**src/rtl/ex_muldiv_if.sv**
```systemverilog
// Issue/result bundle between the ID/EX register, the M-extension unit and the EX/MEM register.
// The issuer (master) drives the operands and pipeline controls; the unit (slave) returns result, tag, valid and busy.
interface ex_muldiv_if #(
  parameter int XLEN = 32
);
  logic            start;
  logic [2:0]      funct3;
  logic [XLEN-1:0] src_a;
  logic [XLEN-1:0] src_b;
  logic [4:0]      rd_i;
  logic            flush;
  logic            stall_in;
  logic [XLEN-1:0] result;
  logic [4:0]      rd_o;
  logic            valid;
  logic            busy;

  modport master (
    output start, funct3, src_a, src_b, rd_i, flush, stall_in,
    input  result, rd_o, valid, busy
  );

  modport slave (
    input  start, funct3, src_a, src_b, rd_i, flush, stall_in,
    output result, rd_o, valid, busy
  );
endinterface

```
**src/rtl/ex_muldiv.sv**
```systemverilog
// Iterative RV32M mul/div: 33-cycle latency (1 for div special cases, and for multiplies when FAST_MUL_EN is defined).
// A finished result is held in DONE while stall_in is high; flush aborts to IDLE with no valid.
module ex_muldiv #(
  parameter int XLEN  = 32,
  parameter int CNT_W = 5
) (
  input  logic          clk,
  input  logic          rst,
  ex_muldiv_if.slave    bus
);
  typedef enum logic [1:0] {S_IDLE, S_RUN, S_DONE} state_t;

  localparam logic [XLEN-1:0] MIN_NEG = {1'b1, {(XLEN-1){1'b0}}};

  state_t            r_state;
  logic [XLEN-1:0]   r_opa, r_opb, r_result;
  logic [2*XLEN-1:0] r_acc;
  logic [CNT_W-1:0]  r_cnt;
  logic [2:0]        r_op;
  logic [4:0]        r_rd;
  logic              r_neg, r_valid, r_busy;

  logic              w_is_div, w_sgn_a, w_sgn_b, w_neg, w_div0, w_ovf;
  logic [XLEN-1:0]   w_opa, w_opb, w_special;

  always_comb begin
    w_is_div  = bus.funct3[2];
    w_sgn_a   = bus.src_a[XLEN-1] && (bus.funct3 inside {3'b001, 3'b010, 3'b100, 3'b110});
    w_sgn_b   = bus.src_b[XLEN-1] && (bus.funct3 inside {3'b001, 3'b100, 3'b110});
    w_opa     = w_sgn_a ? -bus.src_a : bus.src_a;
    w_opb     = w_sgn_b ? -bus.src_b : bus.src_b;
    // Remainder follows the dividend; everything else negates when signs differ.
    w_neg     = (bus.funct3 == 3'b110) ? w_sgn_a : (w_sgn_a ^ w_sgn_b);
    w_div0    = w_is_div && (bus.src_b == '0);
    w_ovf     = w_is_div && !bus.funct3[0] && (bus.src_a == MIN_NEG) && (bus.src_b == '1);
    w_special = bus.funct3[1] ? (w_div0 ? bus.src_a : '0) : (w_div0 ? '1 : MIN_NEG);
  end

`ifdef FAST_MUL_EN
  logic signed [XLEN:0]     w_fa, w_fb;
  logic signed [2*XLEN+1:0] w_fprod;
  logic [XLEN-1:0]          w_fast;

  always_comb begin
    w_fa    = {(bus.funct3[1:0] == 2'b11) ? 1'b0 : bus.src_a[XLEN-1], bus.src_a};
    w_fb    = {(bus.funct3[1:0] == 2'b01) ? bus.src_b[XLEN-1] : 1'b0, bus.src_b};
    w_fprod = w_fa * w_fb;
    w_fast  = (bus.funct3[1:0] == 2'b00) ? w_fprod[XLEN-1:0] : w_fprod[2*XLEN-1:XLEN];
  end
`endif

  // One step of shift-add (acc = {partial, multiplier}) or restoring divide (acc = {rem, dividend}).
  logic [XLEN:0]     w_mul_sum, w_div_sh;
  logic [XLEN-1:0]   w_div_sub, w_qr, w_final;
  logic              w_div_ge;
  logic [2*XLEN-1:0] w_mul_nxt, w_div_nxt, w_acc_nxt, w_prod;

  always_comb begin
    w_mul_sum = {1'b0, r_acc[2*XLEN-1:XLEN]} + (r_acc[0] ? {1'b0, r_opa} : '0);
    w_mul_nxt = {w_mul_sum, r_acc[XLEN-1:1]};
    w_div_sh  = {r_acc[2*XLEN-1:XLEN], r_acc[XLEN-1]};
    w_div_ge  = w_div_sh >= {1'b0, r_opb};
    w_div_sub = w_div_sh[XLEN-1:0] - r_opb;
    w_div_nxt = {w_div_ge ? w_div_sub : w_div_sh[XLEN-1:0], r_acc[XLEN-2:0], w_div_ge};
    w_acc_nxt = r_op[2] ? w_div_nxt : w_mul_nxt;
    w_prod    = r_neg ? -w_acc_nxt : w_acc_nxt;
    w_qr      = r_op[1] ? w_acc_nxt[2*XLEN-1:XLEN] : w_acc_nxt[XLEN-1:0];
    if (r_op[2])
      w_final = r_neg ? -w_qr : w_qr;
    else
      w_final = (r_op[1:0] == 2'b00) ? w_prod[XLEN-1:0] : w_prod[2*XLEN-1:XLEN];
  end

  always_ff @(posedge clk) begin
    if (rst) begin
      r_state  <= S_IDLE;
      r_opa    <= '0;
      r_opb    <= '0;
      r_result <= '0;
      r_acc    <= '0;
      r_cnt    <= '0;
      r_op     <= '0;
      r_rd     <= '0;
      r_neg    <= 1'b0;
      r_valid  <= 1'b0;
      r_busy   <= 1'b0;
    end else begin
      case (r_state)
        S_IDLE: begin
          if (bus.start && !bus.flush) begin
            r_op   <= bus.funct3;
            r_rd   <= bus.rd_i;
            r_opa  <= w_opa;
            r_opb  <= w_opb;
            r_neg  <= w_neg;
            r_cnt  <= '0;
            r_acc  <= {{XLEN{1'b0}}, w_is_div ? w_opa : w_opb};
            r_busy <= 1'b1;
            if (w_div0 || w_ovf) begin
              r_result <= w_special;
              r_valid  <= 1'b1;
              r_state  <= S_DONE;
            end
`ifdef FAST_MUL_EN
            else if (!w_is_div) begin
              r_result <= w_fast;
              r_valid  <= 1'b1;
              r_state  <= S_DONE;
            end
`endif
            else begin
              r_state <= S_RUN;
            end
          end
        end
        S_RUN: begin
          if (bus.flush) begin
            r_state <= S_IDLE;
            r_busy  <= 1'b0;
          end else begin
            r_acc <= w_acc_nxt;
            r_cnt <= r_cnt + 1'b1;
            if (r_cnt == '1) begin
              r_result <= w_final;
              r_valid  <= 1'b1;
              r_state  <= S_DONE;
            end
          end
        end
        S_DONE: begin
          if (bus.flush || !bus.stall_in) begin
            r_state <= S_IDLE;
            r_valid <= 1'b0;
            r_busy  <= 1'b0;
          end
        end
        default: begin
          r_state <= S_IDLE;
          r_valid <= 1'b0;
          r_busy  <= 1'b0;
        end
      endcase
    end
  end

  assign bus.result = r_result;
  assign bus.rd_o   = r_rd;
  assign bus.valid  = r_valid;
  assign bus.busy   = r_busy;
endmodule

```
**src/flat_wrapper.sv**
```systemverilog
// flat-port wrapper written by rule: the top's interface ports become plain ports
module ex_muldiv_flat 
#(
  parameter int XLEN  = 32,
  parameter int CNT_W = 5
)
  (clk, rst, bus_start, bus_funct3, bus_src_a, bus_src_b, bus_rd_i, bus_flush, bus_stall_in, bus_result, bus_rd_o, bus_valid, bus_busy);
  ex_muldiv_if #(.XLEN(XLEN)) bus_i ();
  input  logic clk;
  input  logic rst;
  input wire logic [$bits(bus_i.start)-1:0] bus_start;
  input wire logic [$bits(bus_i.funct3)-1:0] bus_funct3;
  input wire logic [$bits(bus_i.src_a)-1:0] bus_src_a;
  input wire logic [$bits(bus_i.src_b)-1:0] bus_src_b;
  input wire logic [$bits(bus_i.rd_i)-1:0] bus_rd_i;
  input wire logic [$bits(bus_i.flush)-1:0] bus_flush;
  input wire logic [$bits(bus_i.stall_in)-1:0] bus_stall_in;
  output wire logic [$bits(bus_i.result)-1:0] bus_result;
  output wire logic [$bits(bus_i.rd_o)-1:0] bus_rd_o;
  output wire logic [$bits(bus_i.valid)-1:0] bus_valid;
  output wire logic [$bits(bus_i.busy)-1:0] bus_busy;
  assign bus_i.start = bus_start;
  assign bus_i.funct3 = bus_funct3;
  assign bus_i.src_a = bus_src_a;
  assign bus_i.src_b = bus_src_b;
  assign bus_i.rd_i = bus_rd_i;
  assign bus_i.flush = bus_flush;
  assign bus_i.stall_in = bus_stall_in;
  assign bus_result = bus_i.result;
  assign bus_rd_o = bus_i.rd_o;
  assign bus_valid = bus_i.valid;
  assign bus_busy = bus_i.busy;
  ex_muldiv #(.XLEN(XLEN), .CNT_W(CNT_W)) u_core (.clk(clk), .rst(rst), .bus(bus_i));
endmodule
```
**config.mk**
```make
export PLATFORM = sky130hd
export DESIGN_NAME = ex_muldiv_flat
export DESIGN_NICKNAME = d
export VERILOG_FILES = /design/src/rtl/ex_muldiv_if.sv /design/src/rtl/ex_muldiv.sv /design/src/flat_wrapper.sv
export SDC_FILE = /design/constraint.sdc
export NUM_CORES = 1
export LEC_CHECK = 0
export ABC_AREA = 1
export ABC_CLOCK_PERIOD_IN_PS = 3420
export BUFFER_PORTS_ARGS = -buffer_cell sky130_fd_sc_hd__buf_2
export CAP_MARGIN = 25
export CORE_MARGIN = 2
export CORE_UTILIZATION = 28
export CTS_BUF_LIST = sky130_fd_sc_hd__clkbuf_4 sky130_fd_sc_hd__clkbuf_8
export DETAILED_ROUTE_END_ITERATION = 8
export GPL_ROUTABILITY_DRIVEN = 0
export PLACE_DENSITY = 0.55
export SYNTH_ARGS = -nofsm -noshare
export SYNTH_HDL_FRONTEND = slang
export SYNTH_SLANG_ARGS = --single-unit
```
**constraint.sdc**
```tcl
create_clock -name clk -period 3.42 [get_ports clk]
set_clock_uncertainty 0.1 [all_clocks]
set_input_delay 0.342 -clock clk [delete_from_list [all_inputs] [get_ports clk]]
set_output_delay 0.342 -clock clk [all_outputs]
set_load 0.02 [all_outputs]
```
==> metrics.md <==
| Metric | Value |
|---|---|
| EDFF count, synth | `0` |
| Hold Crit Class | `input pin to register` |
| CP dominant cell by count | `nand2_1` |
| Via density per instance | `5.13` |
| Chip Height | `267 um` |
| Hold Path End | `u_core.r_state[1]` |
| Commonest non-fill, non-tap cells in the layout | `1032 x nand2_1, 616 x buf_4, 396 x inv_1, 276 x nand3_1, 246 x nor2_1` |
| Global-route wire length before repair | `146 mm` |
| Max-Cap Viols | `0` |
| Syn avg cell area | `about 5.6 um^2` |
| Routed Wire Length | `about 99 mm` |
| Post-layout nets | `4247` |
| Metal2 WL | `44.8 mm` |
| Final Max Tran Viols | `0` |
| Initial antenna violation count | `0` |
| Vias | `25600` |
| Top fanout value on the critical path | `5` |
| Wire per inst | `19.9 um` |
| # port buffers | `115` |
| Clock network power share | `11.5%` |
| Clock slew at reported path FFs | `approximately 0.11 ns` |
| CTS tree | `built` |
| Critical path data arrival time | `between 4 and 5 ns` |
| CTS H-tree depth | `4` |
| Worst-Margin Slew | `0.845 ns` |
| Syn_nets | `3612` |
| Sw Ratio | `51.3%` |
| Non-Filler Instances | `4992` |
| GR Util All Layers | `27.5%` |
| Placed Cells | `roughly 5000` |
| Top_reg_cell synth | `dfxtp_1` |
| Crit Path Class | `register to register` |
| Crit-path max cell delay | `0.41 ns` |
| Drt first pass iters | `6` |
| Max layer used | `met4` |
| Pre-CTS setup slack | `-0.737 ns` |
| Slew margin rel. | `43.7%` |
| Later-pin clock latency in the skew report | `0.58 ns` |
| FF-to-FF setup slack | `-0.49 ns` |
| Yosys top cell area share | `a little over a fifth` |
| Largest net degree at the start of global routing | `94` |
| WP data required | `3.82 ns` |
| Pleak | `between 10 and 15 nW` |
| R2R cell count | `30` |
| Post-DP HPWL | `80.5 mm` |
| Residual DRC count | `0` |
| Slowest cell on the critical path | `dfxtp_1` |
| Hold Vio Cnt, Final | `0` |
| VDD IR-drop max | `0.459 mV` |
| Clk buf depth | `2` |
| GRT overflow | `0` |
| Post-DRT Antenna Nets | `0` |
| Internal power | `between 6 and 7 mW` |
| Violated checks | `negative setup slack` |
| Fmax | `256 MHz` |
| Yosys warns | `0` |
| Post-Syn Instances | `3462` |
| Site Rows | `96` |
| Outcome | `finished, violations left` |
| Met3 wire length | `7.20 mm` |
| Setup WS post-layout | `-0.491 ns` |
| Chip width | `267 um` |
| Netlist cell types | `56` |
| Ranking of synthesized cells by area | `nand2_1 22%, dfxtp_1 18%, nand3_1 8.1%` |
| Clk root buf | `clkbuf_8` |
| Core area | `0.0685 mm^2` |
| Iteration-0 DRC count of the detailed router | `2823` |
| Die Area | `0.0711 mm^2` |
| Ports | `116` |
| Post-Syn Area | `a little under 0.02 mm^2` |
| Type of element capturing the critical path | `register` |
| Post-synthesis register bit count | `178` |
| Hold Path Depth | `5` |
| CTS Buf Count | `17` |
| Initial Util | `28.2%` |
| CTS Sinks | `178` |
| CP startpoint kind | `register` |
| Worst hold start | `bus_stall_in` |
| RSZ-0062 raised after global routing | `yes` |
| Share of layout cells above drive strength 1 | `30.0%` |
| RR Startpoint | `u_core.r_acc[61]` |
| Post-synth ARST share | `0%` |
| Area Overhead vs Synth | `41.2%` |
| Power per cell area | `505 mW/mm^2` |
| Post-layout min period | `3.91 ns` |
| Post-route met1 wirelength | `roughly 41 mm` |
| Yosys top cell by area | `nand2_1` |
| Worst r2r dst | `u_core.bus.result[30]` |
| Sequential fraction of the synthesis area | `18.5%` |
| Period Utilization, post-route | `114%` |
| Psw | `7.06 mW` |
| Sequential power share | `18.8%` |
| Vias in the first global route | `23500` |
| Most common cell after layout, fill and taps aside | `nand2_1` |
| Setup violators final | `32` |
| Comb pwr share | `69.6%` |
==> worst max path at each step <==
stage                                start               endpoint  slack, ns
after floorplan           u_core.r_opb[28]  u_core.bus.result[18]      -0.02
after global placement    u_core.r_opb[16]  u_core.bus.result[30]      -0.64
after detailed placement  u_core.r_opb[16]  u_core.bus.result[30]      -0.74
after CTS                 u_core.r_opb[26]  u_core.bus.result[18]      -0.44
after global routing       u_core.r_opb[2]  u_core.bus.result[30]      -0.65
final                     u_core.r_acc[61]  u_core.bus.result[30]      -0.49
==> flip-flops by register name (all words and copies together), names as in the netlist <==
| register | cells |
|---|---|
| u_core.r_opb | 32 |
| u_core.bus.valid | 1 |
| u_core.bus.result | 32 |
| u_core.r_cnt | 5 |
| u_core.r_state | 2 |
| u_core.bus.rd_o | 5 |
| u_core.r_neg | 1 |
| u_core.r_acc | 64 |
| u_core.r_op | 3 |
| u_core.bus.busy | 1 |
| u_core.r_opa | 32 |
==> power groups by stage <==
stage	Sequential, mW	Combinational, mW	Clock, mW
2_1_floorplan	2.64	4.74	0
3_3_place_gp	2.61	8.66	0
3_5_place_dp	2.62	8.66	0
4_1_cts	2.58	8.97	1.62
5_1_grt	2.62	10.3	1.68
6_report	2.59	9.58	1.59
==> metal layers <==
layer	vias to the layer above	GRT usage [%]
li1	12400	-
met1	11800	35.2
met2	1133	44.7
met3	244	3.62
met4	0	15.1
met5	-	0
==> per-stage QoR <==
| stage | TNS [ns] | cell area [um^2] | total power [mW] | util, % | hold slack, ns |
|---|---|---|---|---|---|
| 6_report | -10.16 | 27200 | 13.8 | 39.8 | 0.0407 |
| 5_1_grt | -16.11 | 27200 | 14.6 | 39.8 | 0.0499 |
| 4_1_cts | -9.96 | 26500 | 13.2 | 38.7 | 0.00812 |
| 3_5_place_dp | -14.45 | 25400 | 11.3 | 37.1 | 0.333 |
| 3_3_place_gp | -12.87 | 25400 | 11.3 | 37.1 | 0.333 |
| 2_1_floorplan | -0.0182 | 19700 | 7.38 | - | 0.326 |
==> synth_stat cells, drive strengths merged, types with 3 or more instances <==
master,count
inv,433
xnor2,29
or2,18
a21oi,226
dfxtp,178
a21o,3
clkbuf,90
a22oi,6
o21a,5
nand3b,18
xor2,78
ha,71
nor3,40
a221oi,8
o21ai,248
o21bai,3
and2,7
nand2,1156
o22ai,29
nor4,12
buf,51
nand4,50
a31oi,12
clkinv,6
nor2,322
nand3,331
o211ai,21
==> layout make-up <==
class | instances | area (um^2)
flip-flops and latches | 178 | 3600
clock inverters | 14 | 151
fillers | 7462 | 41200
diodes | 1 | 2.50
multi-input cells | 2704 | 14900
clock buffers | 17 | 234
repair buffers | 757 | 5610
inverters | 439 | 1650
well taps | 882 | 1100
==> kinds of logic after synthesis <==
family / Yosys count / share of synthesized area, %
simple gates: 1955 / 43.7
buf+inv: 580 / 12.0
compound gates: 569 / 16.1
flops: 178 / 18.5
xor+xnor: 107 / 4.86
fa+ha+maj: 73 / 4.81
==> timing repair <==
| item | CTS | global route |
|---|---|---|
| hold endpoints to repair | 8 | 0 |
| hold buffers | 8 | 0 |
| endpoints found under the setup margin | 32 | 37 |
| buffers inserted | 19 | 13 |
| pin swaps | 39 | 49 |
| gates resized for setup | 140 | 174 |
==> worst max-delay path, delay by kind of cell (launching register included) <==
family	cells	cell delay [ns]
adders and majority gates	2	0.39
AOI/OAI and AO/OA	2	0.30
DFF	1	0.41
and+or+nand+nor	24	2.43
buffers and inverters	2	0.18
Note: power is estimated with default switching activity, not from simulation.
